**src/rtl/byte_field_seq_pkg.sv**
```systemverilog
// Shared encodings for the byte-field sequencer: op codes, FSM states and
// the field-wrap predicate used when building the mask.
package byte_field_seq_pkg;

  localparam int DATA_W = 32;
  localparam int FLD_W  = 5;

  typedef enum logic [1:0] {
    OP_LDB = 2'b00,
    OP_DPB = 2'b01,
    OP_SDP = 2'b10,
    OP_RSV = 2'b11
  } op_e;

  typedef enum logic [1:0] {
    IDLE   = 2'b00,
    LOOKUP = 2'b01,
    MERGE  = 2'b10,
    DONE   = 2'b11
  } state_e;

  // A field whose top bit lands past bit 31 wraps around to the low end.
  function automatic logic field_wraps(input logic [FLD_W-1:0] pos,
                                       input logic [FLD_W-1:0] wm1);
    logic [FLD_W:0] sum;
    sum = {1'b0, pos} + {1'b0, wm1};
    return sum[FLD_W];
  endfunction

endpackage

```
**src/rtl/mask_prom.sv**
```systemverilog
// Registered 32x32 mask PROMs: left PROM sets bits [addr:0], right PROM
// sets bits [31:addr]. Contents are constant; only the read is clocked.
module lmask_prom
  import byte_field_seq_pkg::*;
(
  input  logic              clk,
  input  logic [FLD_W-1:0]  addr,
  output logic [DATA_W-1:0] q
);

  always_ff @(posedge clk) begin
    q <= {DATA_W{1'b1}} >> (5'd31 - addr);
  end

endmodule

module rmask_prom
  import byte_field_seq_pkg::*;
(
  input  logic              clk,
  input  logic [FLD_W-1:0]  addr,
  output logic [DATA_W-1:0] q
);

  always_ff @(posedge clk) begin
    q <= {DATA_W{1'b1}} << addr;
  end

endmodule

```
**src/rtl/rot32.sv**
```systemverilog
// Combinational 32-bit rotator; left=1 rotates toward the MSB.
module rot32
  import byte_field_seq_pkg::*;
(
  input  logic [DATA_W-1:0] data,
  input  logic [FLD_W-1:0]  amt,
  input  logic              left,
  output logic [DATA_W-1:0] res
);

  logic [FLD_W-1:0] idx;

  always_comb begin
    res = '0;
    idx = '0;
    for (int i = 0; i < DATA_W; i++) begin
      idx    = left ? (FLD_W'(i) - amt) : (FLD_W'(i) + amt);
      res[i] = data[idx];
    end
  end

endmodule

```
**src/rtl/byte_field_seq.sv**
```systemverilog
// Byte-field sequencer: LDB / DPB / selective deposit on a 32-bit word,
// built from two mask PROM lookups and one shared rotator.
module byte_field_seq
  import byte_field_seq_pkg::*;
(
  input  logic        clk,
  input  logic        reset_n,
  input  logic        req_valid,
  output logic        req_ready,
  input  logic [1:0]  req_op,
  input  logic [4:0]  req_pos,
  input  logic [4:0]  req_wm1,
  input  logic [31:0] req_a,
  input  logic [31:0] req_m,
  output logic        resp_valid,
  input  logic        resp_ready,
  output logic [31:0] resp_data,
  output logic        resp_err
);

  state_e state, state_nxt;
  logic   accept;

  logic [FLD_W-1:0]  lm_addr, rm_addr;
  logic [DATA_W-1:0] lmask, rmask, rot_m, merge_val;

  op_e               op_p0;
  logic [FLD_W-1:0]  pos_p0, wm1_p0;
  logic [DATA_W-1:0] a_p0, m_p0;
  logic [DATA_W-1:0] mask_p1;
  logic [DATA_W-1:0] data_p2;
  logic              err_p2;

  assign accept = req_valid & req_ready;

  always_comb begin
    lm_addr = (req_op == OP_LDB) ? req_wm1 : (req_pos + req_wm1);
    rm_addr = (req_op == OP_LDB) ? 5'd0 : req_pos;
  end

  lmask_prom u_lmask (.clk(clk), .addr(lm_addr), .q(lmask));
  rmask_prom u_rmask (.clk(clk), .addr(rm_addr), .q(rmask));

  rot32 u_rot (
    .data (m_p0),
    .amt  (pos_p0),
    .left (op_p0 != OP_LDB),
    .res  (rot_m)
  );

  always_ff @(posedge clk) begin
    if (!reset_n) state <= IDLE;
    else          state <= state_nxt;
  end

  always_comb begin
    state_nxt = state;
    case (state)
      IDLE:    if (accept)     state_nxt = LOOKUP;
      LOOKUP:                  state_nxt = MERGE;
      MERGE:                   state_nxt = DONE;
      DONE:    if (resp_ready) state_nxt = IDLE;
      default:                 state_nxt = IDLE;
    endcase
  end

  always_comb begin
    req_ready  = (state == IDLE);
    resp_valid = (state == DONE);
  end

  // p0: operand capture on accept
  always_ff @(posedge clk) begin
    if (accept) begin
      op_p0  <= op_e'(req_op);
      pos_p0 <= req_pos;
      wm1_p0 <= req_wm1;
      a_p0   <= req_a;
      m_p0   <= req_m;
    end
  end

  // p1: mask from PROM outputs; a wrapped field is the union of both ends
  always_ff @(posedge clk) begin
    if (state == LOOKUP) begin
      if (op_p0 != OP_LDB && field_wraps(pos_p0, wm1_p0)) mask_p1 <= lmask | rmask;
      else                                                mask_p1 <= lmask & rmask;
    end
  end

  always_comb begin
    case (op_p0)
      OP_LDB:  merge_val = rot_m & mask_p1;
      OP_DPB:  merge_val = (a_p0 & ~mask_p1) | (rot_m & mask_p1);
      OP_SDP:  merge_val = (a_p0 & ~mask_p1) | (m_p0 & mask_p1);
      default: merge_val = a_p0;
    endcase
  end

  // p2: result register, cleared by reset so the idle response reads zero
  always_ff @(posedge clk) begin
    if (!reset_n) begin
      data_p2 <= '0;
      err_p2  <= 1'b0;
    end else if (state == MERGE) begin
      data_p2 <= merge_val;
      err_p2  <= (op_p0 == OP_RSV);
    end
  end

  assign resp_data = data_p2;
  assign resp_err  = err_p2;

endmodule

```
**config.mk**
```make
export PLATFORM = sky130hd
export DESIGN_NAME = byte_field_seq
export DESIGN_NICKNAME = d
export VERILOG_FILES = /design/src/rtl/byte_field_seq_pkg.sv /design/src/rtl/mask_prom.sv /design/src/rtl/rot32.sv /design/src/rtl/byte_field_seq.sv
export SDC_FILE = /design/constraint.sdc
export NUM_CORES = 1
export LEC_CHECK = 0
export ABC_AREA = 1
export CAP_MARGIN = 25
export CORE_MARGIN = 2
export CORE_UTILIZATION = 64
export DETAILED_ROUTE_END_ITERATION = 6
export DONT_BUFFER_PORTS = 1
export MAX_ROUTING_LAYER = met4
export PLACE_DENSITY = 0.77
export SYNTH_ARGS = -nofsm -noshare
export SYNTH_HDL_FRONTEND = slang
export SYNTH_SLANG_ARGS = --single-unit
```
**constraint.sdc**
```tcl
create_clock -name clk -period 3.1 [get_ports clk]
set_input_delay 0.155 -clock clk [delete_from_list [all_inputs] [get_ports clk]]
set_output_delay 0.155 -clock clk [all_outputs]
set_load 0.01 [all_outputs]
```
==> impl_results.md <==
- Outcome: finished with violations
- Failing checks: design-rule violations
- Commonest cells in the netlist: nand2_1, nand3_1, inv_1
- Ports: 115
- Residual DRC: 32
- Final WL: 43,200 microns
- Via density: 6.26
- Drt pass-1 iters: 7
- Port Buffers: 0
- Vias in the first global route: 11,300
- Global route total overflow: 0
- First-pass GRT wire length: 65,200 microns
- Number of cells on the worst hold path: 3
- Final Util: 74.5%
- Final Slew Violations: 0
- Placed cell area: 0.0119 sq mm
- Largest net degree at the start of global routing: 53
- Share of layout cells above drive strength 1: 4.76%
- CP startpoint kind: register
- Number of flops mapped to enable cells by yosys: 108
- # Max-Cap Violations: 0
- Leading area contributor after synthesis: edfxtp_1
- Req. time, crit path: 3500 ps
- Leak Pwr: 0.00614 uW
- Clock Tree Buf Depth: 3
- Clk slew on worst S/H paths: 70 ps
- Peak VDD IR: 903 uV
- Initial antenna violation count: 1
- Met3 GRT Util: between 10% and 20%
- Slew @ Worst Pin: 987 ps
- Sequential area share after synthesis: approximately 45%
- CP endpoint kind: register
- Top FF cell, synth: edfxtp_1
- # fillers: 1,286
- CP max FO: 34
- Core area: 0.0179 sq mm
- Later-pin clock latency in the skew report: 520 ps
- Crit path DAT: approximately 3100 ps
- Synth Area per Inst: 7.36 sq um
- Die footprint: 0.0192 sq mm
- TNS Setup: 0 ps
- GRT met2 Usage: 70.8%
- Post-synthesis cell type count: 31
- DR vias: 11,800
- Hold Fails Final Rpt: 0
- TritonCTS Buffers: 21
- # rows: 49
- DP HPWL: 29,200 microns
- DR iter-0 viols: 1,966
- CTS tree: done
- Synth warn: 0
- Final ANT Viol Nets: 0
- Sinks on Clock Net: 205
- GP Congestion: 1.03
- Synthesized cell area: 0.0116 sq mm
- Worst relative slew slack: around 34%
- Nets: between 1,500 and 2,000
- Peak Freq: 366 MHz
- Busiest grt layer: met2
- RSZ-0062 raised after global routing: false
- Gr usage total: 45.4%
- Clk root buf: clkbuf_16
- Final Cycle Share: 88.1%
- Fin area: 0.0133 sq mm
- Post-Syn Instances: between 1,500 and 2,000
- Area fraction of the dominant cell type after synthesis: between 20 and 30%
- Die Y: 139 microns
- Starting density of the core: 64.8%
- DIE WIDTH: 139 microns
- Setup bufs post-CTS: 0
- Most area-consuming cells after synthesis: edfxtp_1, nand2_1, dfxtp_1, nand3_1, a21oi_1
- Worst Hold Class: in -> reg
- Met1 usage: 54.5%
- Count leader, synth: nand2_1
- Async SR Flop Fraction: 0%
- Synthesis-to-layout area growth: 14.9%
- Final min period: roughly 2700 ps
- Type of the worst setup path: reg -> reg
- Htree depth: 1
- Yosys reg bits: 205
- Routed len/inst: roughly 23 microns
- Final setup vio count: 0
- Mapped Nets: 1,689
- Worst R2R Path Depth: 14
- Fin Clk Skew: 28.4 ps
- Pwr Density: 918 mW/mm^2
[worst paths after layout]
path | startpoint | to | slack (ps)
max reg2reg | op_p0[0] | resp_data[16] | 370
max | op_p0[0] | resp_data[16] | 370
min | req_wm1[4] | u_lmask.q[11] | 4
min reg2reg | resp_data[5] | resp_data[5] | 520
[metrics by stage]
step | instances | power (uW) | hold slack (ps) | setup WS [ps]
after global placement | 1771 | 9080 | 229 | 549
after floorplan | 1576 | 7590 | 225 | 475
after detailed placement | 1772 | 9180 | 230 | 530
final | 1890 | 12200 | 3.76 | 370
after CTS | 1889 | 11800 | 1.61 | 480
after global routing | 1890 | 12800 | 28.4 | 143
[area by class of cell]
class	count	area (sq um)	share of cell area [%]
multi-input cells	1132	5460	41.0
flip-flops and latches	205	5180	38.9
repair buffers	107	1050	7.85
inverters	178	668	5.01
clock buffers	30	602	4.51
well taps	229	287	2.15
clock inverters	8	82.6	0.619
diodes	1	2.50	0.0188
[logic make-up after synthesis]
family          synth area share, %
simple gates                   29.5
flops                          44.7
xor+xnor                       1.66
fa+ha+maj                      6.21
compound gates                 9.61
buf+inv                        8.39
[metal layers]
layer	vias to the layer above	share of wire, %
met4	0	7.3
li1	5273	-
met3	231	14
met5	-	0
met2	1031	44
met1	5293	35
[placed cells by master, fill, tap and decap left out, types with 22 or more instances in the layout]
cell	n
a21oi_1	143
buf_4	25
clkbuf_16	22
dfxtp_1	97
dlygate4sd3_1	79
edfxtp_1	108
ha_1	31
inv_1	171
maj3_1	30
nand2_1	530
nand3_1	217
nor2_1	65
o21ai_0	67
[worst max-delay path, cell delays in order (launching register included)]
cell,delay [ps]
edfxtp_1,380
inv_1,100
ha_1,240
inv_2,460
nand2_1,170
nand2_2,300
nand2_1,120
nand2_1,110
nand2_1,80
nand3_1,120
nand3_1,70
nand3_1,110
nand2_1,120
nand2_1,130
a21oi_1,80
[report_power, final]
group          total (uW)  switching [uW]  internal (uW)
Clock                2580            1130           1450
Combinational        5540            3920           1620
Sequential           4120             495           3630
Total               12200            5540           6700
[flip-flops by register name, indices dropped and copies added (netlist names)]
signal	count
u_rmask.q	31
u_lmask.q	31
op_p0	2
a_p0	32
mask_p1	32
resp_err	1
pos_p0	5
resp_data	32
wm1_p0	5
state	2
m_p0	32
[repair_timing]
action,CTS,global route
resized for setup,0,0
endpoints found under the hold margin,96,0
hold buffers,79,0
(Power assumes the default switching activity.)
